<file path="src/rtl/inst_fetch_pkg.sv">
// rtl/inst_fetch_pkg.sv - shared opcodes, queue entry layout and immediate decoders for inst_fetch
package inst_fetch_pkg;

    localparam logic [6:0] OP_JAL    = 7'b1101111;
    localparam logic [6:0] OP_BRANCH = 7'b1100011;

    // One queue slot: fetched word, the PC it came from, and whether predecode redirected after it
    typedef struct packed {
        logic [31:0] inst;
        logic [31:0] pc;
        logic        pred;
    } iq_entry_t;

    localparam int IQ_W = $bits(iq_entry_t);

    function automatic logic [31:0] imm_j(input logic [31:0] i);
        return {{12{i[31]}}, i[19:12], i[20], i[30:21], 1'b0};
    endfunction

    function automatic logic [31:0] imm_b(input logic [31:0] i);
        return {{20{i[31]}}, i[7], i[30:25], i[11:8], 1'b0};
    endfunction

endpackage

</file>
<file path="src/rtl/inst_fetch_queue.sv">
// rtl/inst_fetch_queue.sv - circular instruction FIFO with push/pop/clear and occupancy count
module inst_fetch_queue #(
    parameter int  DEPTH = 16,
    parameter int  WIDTH = 65,
    localparam int PW    = $clog2(DEPTH),
    localparam int CW    = PW + 1
) (
    input  logic             clk,
    input  logic             rst_n,
    input  logic             en_i,
    input  logic             clr_i,
    input  logic             push_i,
    input  logic [WIDTH-1:0] data_i,
    input  logic             pop_i,
    output logic [WIDTH-1:0] data_o,
    output logic [CW-1:0]    count_o,
    output logic             empty_o,
    output logic             full_o
);

    logic [WIDTH-1:0] mem_q [DEPTH];
    logic [PW-1:0]    wr_ptr_q;
    logic [PW-1:0]    rd_ptr_q;
    logic [CW-1:0]    count_q;
    logic             push_ok;
    logic             pop_ok;

    assign empty_o = (count_q == '0);
    assign full_o  = (count_q == CW'(DEPTH));
    assign push_ok = push_i && !full_o;
    assign pop_ok  = pop_i && !empty_o;
    assign count_o = count_q;
    assign data_o  = mem_q[rd_ptr_q];

    // Pointer and occupancy bookkeeping; clear wins over push/pop, pointers wrap naturally
    always_ff @(posedge clk or negedge rst_n) begin
        if (!rst_n) begin
            wr_ptr_q <= '0;
            rd_ptr_q <= '0;
            count_q  <= '0;
        end else if (en_i) begin
            if (clr_i) begin
                wr_ptr_q <= '0;
                rd_ptr_q <= '0;
                count_q  <= '0;
            end else begin
                if (push_ok) wr_ptr_q <= wr_ptr_q + 1'b1;
                if (pop_ok)  rd_ptr_q <= rd_ptr_q + 1'b1;
                count_q <= count_q + CW'(push_ok) - CW'(pop_ok);
            end
        end
    end

    // Entry storage; no reset because the count guards every read
    always_ff @(posedge clk) begin
        if (en_i && push_ok && !clr_i) mem_q[wr_ptr_q] <= data_i;
    end

endmodule

</file>
<file path="src/rtl/inst_fetch.sv">
// rtl/inst_fetch.sv - fetch stage with PC, one-outstanding request, predecode and instruction queue (optional BRANCH_PRED_EN)
module inst_fetch
    import inst_fetch_pkg::*;
#(
    parameter int          IQ_DEPTH = 16,
    parameter logic [31:0] RESET_PC = 32'h0,
    parameter int          BHT_BITS = 6
) (
    input  logic        clk,
    input  logic        rst_n,
    input  logic        rdy,
    output logic        inst_in_flg,
    output logic [31:0] inst_addr,
    output logic        mem_reset,
    input  logic        ret_inst_in_flg,
    input  logic [31:0] ret_res,
    input  logic        clear_flg,
    input  logic [31:0] clear_pc,
    input  logic        dec_ready,
    output logic        iq_valid,
    output logic [31:0] iq_inst,
    output logic [31:0] iq_pc,
    output logic        iq_pred_taken,
    input  logic        bht_upd_flg,
    input  logic [31:0] bht_upd_pc,
    input  logic        bht_upd_taken
);

    localparam int            CW      = $clog2(IQ_DEPTH) + 1;
    localparam logic [CW-1:0] DEPTH_C = CW'(IQ_DEPTH);
    localparam logic [1:0]    S_IDLE  = 2'd0;
    localparam logic [1:0]    S_WAIT  = 2'd1;
    localparam logic [1:0]    S_FLUSH = 2'd2;

    logic [1:0]    state_q, state_d;
    logic [31:0]   pc_q, pc_d;
    logic          req_q, req_d;
    logic          mrst_q, mrst_d;
    logic          iq_push, iq_pop, iq_clr, iq_empty, iq_full;
    logic [CW-1:0] iq_count, cnt_after_pop;
    iq_entry_t     push_ent, head_ent;
    logic [31:0]   next_pc;
    logic          pred_taken;
    logic          bht_hit;
    logic          unused_full;

`ifdef BRANCH_PRED_EN
    localparam int BHT_N = 1 << BHT_BITS;
    logic [1:0]          bht_q [BHT_N];
    logic [BHT_BITS-1:0] upd_idx;
    logic                unused_bht;

    assign upd_idx    = bht_upd_pc[BHT_BITS+1:2];
    assign bht_hit    = bht_q[pc_q[BHT_BITS+1:2]][1];
    assign unused_bht = ^{bht_upd_pc[31:BHT_BITS+2], bht_upd_pc[1:0]};

    // 2-bit saturating direction counters trained by resolved branches; lookup sees pre-update value
    always_ff @(posedge clk or negedge rst_n) begin
        if (!rst_n) begin
            for (int i = 0; i < BHT_N; i++) bht_q[i] <= 2'b01;
        end else if (rdy && bht_upd_flg) begin
            if (bht_upd_taken && bht_q[upd_idx] != 2'b11)
                bht_q[upd_idx] <= bht_q[upd_idx] + 2'b01;
            else if (!bht_upd_taken && bht_q[upd_idx] != 2'b00)
                bht_q[upd_idx] <= bht_q[upd_idx] - 2'b01;
        end
    end
`else
    localparam int unused_bht_bits = BHT_BITS;
    logic unused_bht;

    assign bht_hit    = 1'b0;
    assign unused_bht = ^{bht_upd_flg, bht_upd_pc, bht_upd_taken};
`endif

    // A clear discards any same-cycle pop; FLUSH always sees an empty queue so no pop there either
    assign iq_pop        = !iq_empty && dec_ready && !clear_flg;
    assign cnt_after_pop = iq_count - CW'(iq_pop);
    assign push_ent      = '{inst: ret_res, pc: pc_q, pred: pred_taken};
    assign unused_full   = iq_full;

    // Predecode the returning word to pick the next fetch address
    always_comb begin
        next_pc    = pc_q + 32'd4;
        pred_taken = 1'b0;
        if (ret_res[6:0] == OP_JAL) begin
            next_pc    = pc_q + imm_j(ret_res);
            pred_taken = 1'b1;
        end else if (ret_res[6:0] == OP_BRANCH && bht_hit) begin
            next_pc    = pc_q + imm_b(ret_res);
            pred_taken = 1'b1;
        end
    end

    // Request sequencing: a request is only raised with a queue slot already reserved for its answer
    always_comb begin
        state_d = state_q;
        pc_d    = pc_q;
        req_d   = req_q;
        mrst_d  = 1'b0;
        iq_push = 1'b0;
        iq_clr  = 1'b0;
        if (clear_flg) begin
            iq_clr  = 1'b1;
            pc_d    = clear_pc;
            req_d   = 1'b0;
            mrst_d  = 1'b1;
            state_d = S_FLUSH;
        end else begin
            case (state_q)
                S_IDLE: begin
                    if (cnt_after_pop < DEPTH_C) begin
                        state_d = S_WAIT;
                        req_d   = 1'b1;
                    end
                end
                S_WAIT: begin
                    if (ret_inst_in_flg) begin
                        iq_push = 1'b1;
                        pc_d    = next_pc;
                        if (cnt_after_pop + CW'(1) < DEPTH_C) begin
                            req_d = 1'b1;
                        end else begin
                            state_d = S_IDLE;
                            req_d   = 1'b0;
                        end
                    end
                end
                S_FLUSH: state_d = S_IDLE;
                default: begin
                    state_d = S_IDLE;
                    req_d   = 1'b0;
                end
            endcase
        end
    end

    // State registers; rdy low freezes everything
    always_ff @(posedge clk or negedge rst_n) begin
        if (!rst_n) begin
            state_q <= S_IDLE;
            pc_q    <= RESET_PC;
            req_q   <= 1'b0;
            mrst_q  <= 1'b0;
        end else if (rdy) begin
            state_q <= state_d;
            pc_q    <= pc_d;
            req_q   <= req_d;
            mrst_q  <= mrst_d;
        end
    end

    inst_fetch_queue #(
        .DEPTH (IQ_DEPTH),
        .WIDTH (IQ_W)
    ) u_queue (
        .clk     (clk),
        .rst_n   (rst_n),
        .en_i    (rdy),
        .clr_i   (iq_clr),
        .push_i  (iq_push),
        .data_i  (push_ent),
        .pop_i   (iq_pop),
        .data_o  (head_ent),
        .count_o (iq_count),
        .empty_o (iq_empty),
        .full_o  (iq_full)
    );

    assign inst_in_flg   = req_q;
    assign inst_addr     = pc_q;
    assign mem_reset     = mrst_q;
    assign iq_valid      = !iq_empty;
    assign iq_inst       = head_ent.inst;
    assign iq_pc         = head_ent.pc;
    assign iq_pred_taken = head_ent.pred;

endmodule

</file>
<file path="config.mk">
export PLATFORM = sky130hd
export DESIGN_NAME = inst_fetch
export DESIGN_NICKNAME = d
export VERILOG_FILES = /design/src/rtl/inst_fetch_pkg.sv /design/src/rtl/inst_fetch_queue.sv /design/src/rtl/inst_fetch.sv
export SDC_FILE = /design/constraint.sdc
export NUM_CORES = 1
export LEC_CHECK = 0
export ABC_CLOCK_PERIOD_IN_PS = 8300
export BUFFER_PORTS_ARGS = -buffer_cell sky130_fd_sc_hd__buf_2
export CORE_MARGIN = 2
export CORE_UTILIZATION = 60
export CTS_CLUSTER_SIZE = 40
export DETAILED_ROUTE_END_ITERATION = 7
export GPL_TIMING_DRIVEN = 1
export HOLD_SLACK_MARGIN = 0.15
export MAX_ROUTING_LAYER = met4
export PLACE_DENSITY = 0.78
export RECOVER_POWER = 25
export SLEW_MARGIN = 20
export SYNTH_ARGS = -nofsm -noshare
export SYNTH_HDL_FRONTEND = slang
export SYNTH_HIERARCHICAL = 1
export SYNTH_SLANG_ARGS = --single-unit
</file>
<file path="constraint.sdc">
create_clock -name clk -period 8.3 [get_ports clk]
set_clock_uncertainty 0.1 [all_clocks]
set_input_delay 2.075 -clock clk [delete_from_list [all_inputs] [get_ports clk]]
set_output_delay 2.075 -clock clk [all_outputs]
set_load 0.02 [all_outputs]
</file>
After elaboration in Yosys (flattened, before gate mapping)
Memories as Yosys holds them, arrays and structs flattened.
Cells that the tools add are included.
- latch bits: 0
- bits of input ports: 104
- memories kept: 1
- output and inout bits: 100
- bits in registers: 49
- bits in writable memories: 1040
- ROM bits: 0
- memory list (name ; words ; width ; rd ports ; clocked after memory_dff ; wr ports ; RTL line ; source):
    u_queue.mem_q ; 16 ; 65 ; 1 ; 0 ; 1 ; inst_fetch_queue.sv:21 ; logic [WIDTH-1:0] mem_q [DEPTH];
- bitwise operators: 0
- muxes and demuxes: 26
- reduce and logical (&&, ||, !) cells: 21
- multipliers: 0
- $add $sub $neg: 8
- order comparisons: 2
- equal/unequal tests: 8
- shift operators: 0
- divide/modulo/power cells: 0
- operator list (operator ; count):
    $mux W32 ; 4
    $add A32 B3 Y32 const B ; 1
    $add A32 B32 Y32 ; 1
    $mux W4 ; 4
    $mux W1 ; 11
    $lt A5 B5 Y1 const B ; 2
    $sub A5 B1 Y5 ; 2
    $ne A3 B3 Y1 const B ; 3
    $add A4 B1 Y4 const B ; 2
    $mux W2 ; 4
    $reduce_and A4 Y1 ; 2
    $reduce_bool A2 Y1 ; 4
    $eq A7 B7 Y1 const B ; 1
    $logic_and A1 B1 Y1 ; 6
    $add A5 B1 Y5 ; 1
    $add A5 B1 Y5 const B ; 1
    $eq A5 B5 Y1 const B ; 1
    $logic_not A5 Y1 ; 1
    $mux W5 ; 1
    $logic_not A1 Y1 ; 4
    $pmux W2 S2 ; 1
    $reduce_and A2 Y1 ; 2
    $pmux W1 S3 ; 1
    $reduce_and A3 Y1 ; 1
    other kinds (4) ; 4

Depth between registers and ports, before layout
- depth after elaboration: 11
- depth in mapped cells: 16
- mapped depth without buffers: 16

Modules after synthesis
Netlist, hierarchy kept.
- modules (own cells, without submodules) (module ; cells each ; seq. area each (µm²) ; area an instance (µm²) ; instances):
    inst_fetch_queue ; 1986 ; 31555.3 ; 41345.9 ; 1
    inst_fetch ; 545 ; 900.9 ; 4106.4 ; 1

Worst setup path after synthesis
No wires, ideal clock.
- path kind: input to register
- from: input ret_inst_in_flg
- to: memory u_queue.mem_q[4][0], enable pin
- cell stages on the path: 5
- library setup time: 430 ps
- setup slack: 2863 ps
- arrival: 4907 ps
- data required time: 7770 ps
- cell sequence: nand2_1 -> nor3_1 -> or3b_1 -> nor3_1 -> and2_1
- word-level cells in the longest chain between the ends: 8
- ends and longest elaborated chain (what ; RTL line ; source):
    from (decl) ; inst_fetch.sv:15 ; input logic ret_inst_in_flg,
    $mux W1 ; inst_fetch.sv:118 ; if (ret_inst_in_flg) begin
    $mux W1 ; inst_fetch.sv:110 ; case (state_q)
    $mux W1 ; inst_fetch.sv:103 ; if (clear_flg) begin
    net iq_push ; inst_fetch.sv:39 ; logic iq_push, iq_pop, iq_clr, iq_empty, iq_full;
    $logic_and A1 B1 Y1 ; inst_fetch_queue.sv:30 ; assign push_ok = push_i && !full_o;
    $logic_and A1 B1 Y1 (2 in a row) ; inst_fetch_queue.sv:56 ; if (en_i && push_ok && !clr_i) mem_q[wr_ptr_q] <= data_i;
    $mux W1 ; inst_fetch_queue.sv:56 ;
    $mux W1 (implied by the code) ; inst_fetch_queue.sv:56 ;
    to (decl) ; inst_fetch_queue.sv:21 ;
The timed path passes the listed nets, and every way through them passes these cells.

Worst setup path after layout
- from: register u_queue.rd_ptr_q[1]
- to: output iq_pc[9]
- word-level cells in the longest chain between the ends: 1
- ends and longest elaborated chain (what ; RTL line ; source):
    from (decl) ; inst_fetch_queue.sv:23 ; logic [PW-1:0] rd_ptr_q;
    from (signal assigned) ; inst_fetch_queue.sv:48 ; if (pop_ok) rd_ptr_q <= rd_ptr_q + 1'b1;
    $mem_v2 Z16 W65 ; - ;
    to (decl) ; inst_fetch.sv:22 ; output logic [31:0] iq_pc,
No other way between the ends.

==> flow_metrics.env <==
export IMPL_worst_slew_pin_slew_ns=1.17
export IMPL_n_fill_cell=4798
export IMPL_hold_class="register to register"
export IMPL_ir_drop_mv=0.207
export IMPL_grt_pass1_wl_mm=159
export IMPL_globalplace_congestion=0.959
export IMPL_relSlewSlack_pct=22.3
export IMPL_grt_pass1_vias=24900
export IMPL_clk_pin_slew_worst_paths_ns=0.06
export IMPL_clock_sinks=1089
export IMPL_maxCapViolations=0
export IMPL_slew_violations=0
export IMPL_setup_tns_final_ns=0
export IMPL_critPathCaptureType="output port"
export IMPL_hold_violations=0
export IMPL_tritoncts="yes"
export IMPL_syn_avg_cell_area_sq_um=18.0
export IMPL_ff2ff_path_depth=9
export IMPL_ys_seq_elements=1089
export IMPL_status="finished, final reports clean"
export IMPL_place_area_sq_mm=0.0472
export IMPL_yosysSeqAreaShare_pct=71.4
export IMPL_die_height_um=279
export IMPL_die_area_sq_mm=0.0780
export IMPL_fin_util_pct=67.4
export IMPL_critPathArrivalTime_ns=3.75
export IMPL_grt_setup_unrepaired="false"
export IMPL_power_density_mw_per_mm2=279
export IMPL_synthFlopType="edfxtp_1"
export IMPL_dp_hpwl_mm=60.0
export IMPL_cp_max_fo=43
export IMPL_synthArstFlopShare_pct=4.50
export IMPL_ios=204
export IMPL_timing_final_crit_share_pct=71.4
export IMPL_cts_root_buf="clkbuf_16"
export IMPL_synth_cell_area_sq_mm=0.0455
export IMPL_die_x_um=279
export IMPL_top_layer="met4"
export IMPL_path_class="register to output port"
export IMPL_post_cts_buffers=0
export IMPL_required_ns=6.12
export IMPL_grt_overflow_total=0
export IMPL_ys_types=84
export IMPL_core_area_sq_mm=0.0747
export IMPL_setup_ws_ns=2.37
export IMPL_pre_cts_slack_ns=2.74
export IMPL_p_leak_nw=16.7
export IMPL_wl_mm=108
export IMPL_synth_edff_count=1040
export IMPL_drt_iter0_drc=2595
export IMPL_power_switching_mw=4.02
export IMPL_fin_cells=3787
export IMPL_sequentialPowerShare_pct=46.0
export IMPL_min_path_cells=1
export IMPL_fin_area_sq_mm=0.0504
export IMPL_h_tree_depth=3
export IMPL_via_count=25000
export IMPL_drtPass1Iterations=6
export IMPL_nets=2878
export IMPL_drcViolationCount=0
export IMPL_wl_met1_mm=42.9
export IMPL_drt_antenna_violating_nets=0
export IMPL_syn_num_nets=2681
export IMPL_wire_per_inst_um=28.5
export IMPL_drive_gt1_share_pct=21.8
export IMPL_yosysWarnings=6
export IMPL_dp_cells=3591
export IMPL_area_growth_pct=10.8
export IMPL_port_buffers=169
export IMPL_cts_buffer_depth=3
export IMPL_syn_inst=2531
export IMPL_grt_max_degree=105
export IMPL_cts_made_buffers=104
export IMPL_met3_length_mm=9.90
export IMPL_post_cts_resize_count=0
export IMPL_internal_power_mw=10.0
export IMPL_wl_met2_mm=51.8
export IMPL_p_clk_share_pct=32.1
export IMPL_p_comb_share_pct=22.0
export IMPL_fmax_mhz=169
export IMPL_finalSetupViolCount=0
export IMPL_initial_core_util_pct=60.8
export IMPL_clock_latency_ns=0.67
export IMPL_globalRouteTotalUtil_pct=28.7
export IMPL_row_count=100
export IMPL_power_share_switching_pct=28.6
export IMPL_fin_crit_ns=5.93
export IMPL_hold_buffers=0
export IMPL_grt_antenna_before_repair=5
export IMPL_via_per_inst=6.61
export IMPL_start_kind="register"
-- power groups by stage --
stage / clock network [mW] / registers (mW) / logic [mW]
detailed placement: 0 / 6.57 / 3.08
global route: 4.77 / 6.48 / 3.30
global placement: 0 / 6.56 / 3.02
floorplan: 0 / 6.51 / 2.18
finish: 4.50 / 6.46 / 3.08
CTS: 4.56 / 6.46 / 3.11
-- final cells by class --
class / count / area (sq um) / share of cell area, %
antenna: 6 / 15.0 / 0.0298
clock buffer: 134 / 2800 / 5.56
clock inverter: 56 / 420 / 0.835
inverter: 32 / 123 / 0.243
multi-input combinational: 1275 / 12100 / 24.0
sequential: 1089 / 32500 / 64.5
tap: 969 / 1210 / 2.41
timing repair buffer: 226 / 1250 / 2.49
-- final timing paths --
kind                                                         to                             from  slack (ns)
worst max-delay path                                   iq_pc[9]  u_queue/rd_ptr_q[1]$_DFFE_PN0P_        2.37
worst min-delay path                    inst_in_flg$_DFFE_PN0P_          inst_in_flg$_DFFE_PN0P_        0.43
worst max register to register        inst_addr[28]$_DFFE_PN0P_         inst_addr[7]$_DFFE_PN0P_        4.42
worst min register to register          inst_in_flg$_DFFE_PN0P_          inst_in_flg$_DFFE_PN0P_        0.43
max in group asynchronous       u_queue/rd_ptr_q[0]$_DFFE_PN0P_                            rst_n        6.08
min in group asynchronous              inst_addr[4]$_DFFE_PN0P_                            rst_n        1.46
-- Yosys cell counts (all sizes together) (3+ instances only) --
cell,instances,share of area [%]
dfrtp,49,2.7
nor2,56,0.46
o22ai,3,0.041
nand3b,5,0.083
edfxtp,1040,69
o21ai,125,1.4
ha,44,1.2
a31oi,7,0.096
xnor2,23,0.44
a21boi,3,0.050
nand2,133,1.1
a21oi,65,0.72
a221oi,133,3.8
and2,19,0.27
a2111oi,3,0.058
nand2b,4,0.055
a211oi,21,0.36
a21o,20,0.33
clkbuf,50,0.47
o21bai,4,0.066
nand3,26,0.31
mux4,130,6.4
o31ai,5,0.083
xor2,21,0.40
nand4,10,0.17
o311ai,3,0.058
nor2b,6,0.088
nor3,14,0.21
mux2,3,0.083
buf,84,1.4
and4,3,0.058
inv,32,0.26
o211ai,3,0.050
or3,3,0.041
nor4,3,0.055
and3,14,0.19
a22oi,69,1.1
mux2i,264,5.8
-- kinds of logic (layout without fill, tap and decap cells) --
logic type	after synthesis	after routing	share of synthesized area [%]
buf+inv	167	448	2.18
compound gates	482	482	8.61
mux	397	397	12.3
other cells	0	6	0
simple gates	306	306	3.32
fa+ha+maj	46	46	1.30
flops	1089	1089	71.4
xor+xnor	44	44	0.848
-- stage by stage --
| stage | hold slack (ns) | power [mW] |
|---|---|---|
| after global routing | 0.448 | 14.5 |
| after global placement | 0.381 | 9.58 |
| after detailed placement | 0.405 | 9.66 |
| after CTS | 0.420 | 14.1 |
| final | 0.428 | 14.0 |
| after floorplan | 0.429 | 8.69 |
-- worst max-delay path, cell delays in order (launching register included) --
cell and delay [ns]:
dfrtp_4 0.87, and2_4 0.64, buf_4 0.70, a221oi_1 0.22, o21ai_0 0.29, nand2_1 0.14, buf_2 0.18
-- per-layer routing --
layer  vias to the layer above  GRT usage (%)
li1                      10800              -
met1                     12900           38.9
met2                      1189           44.1
met3                       223           5.77
met4                         0           10.0
met5                         -              -
-- cells in the final DEF, fill, tap and decap left out, types with 10 or more instances in the layout --
cell type and count:
dfrtp_1 45, clkbuf_16 107, ha_1 44, buf_4 41
and3_1 10, nor3_1 10, mux2i_1 264, a211oi_1 20
clkinv_1 28, clkbuf_1 44, o21ai_0 119, mux4_2 130
nand3_1 24, a221oi_2 89, nand2_1 133, a221oi_1 43
clkinv_2 18, xor2_1 21, nor2_1 56, a21o_1 20
inv_1 30, buf_2 163, xnor2_1 23, edfxtp_1 1040
a21oi_1 65, a22oi_1 69, and2_4 14
-- flip-flops by register name, summed over array words and instances, names as in the netlist --
signal and flops:
u_queue/mem_q 1040, u_queue/wr_ptr_q 4, state_q 2, u_queue/count_o 5, u_queue/rd_ptr_q 4, mem_reset 1
inst_in_flg 1, inst_addr 32
Power figures use the tool's default switching activity.
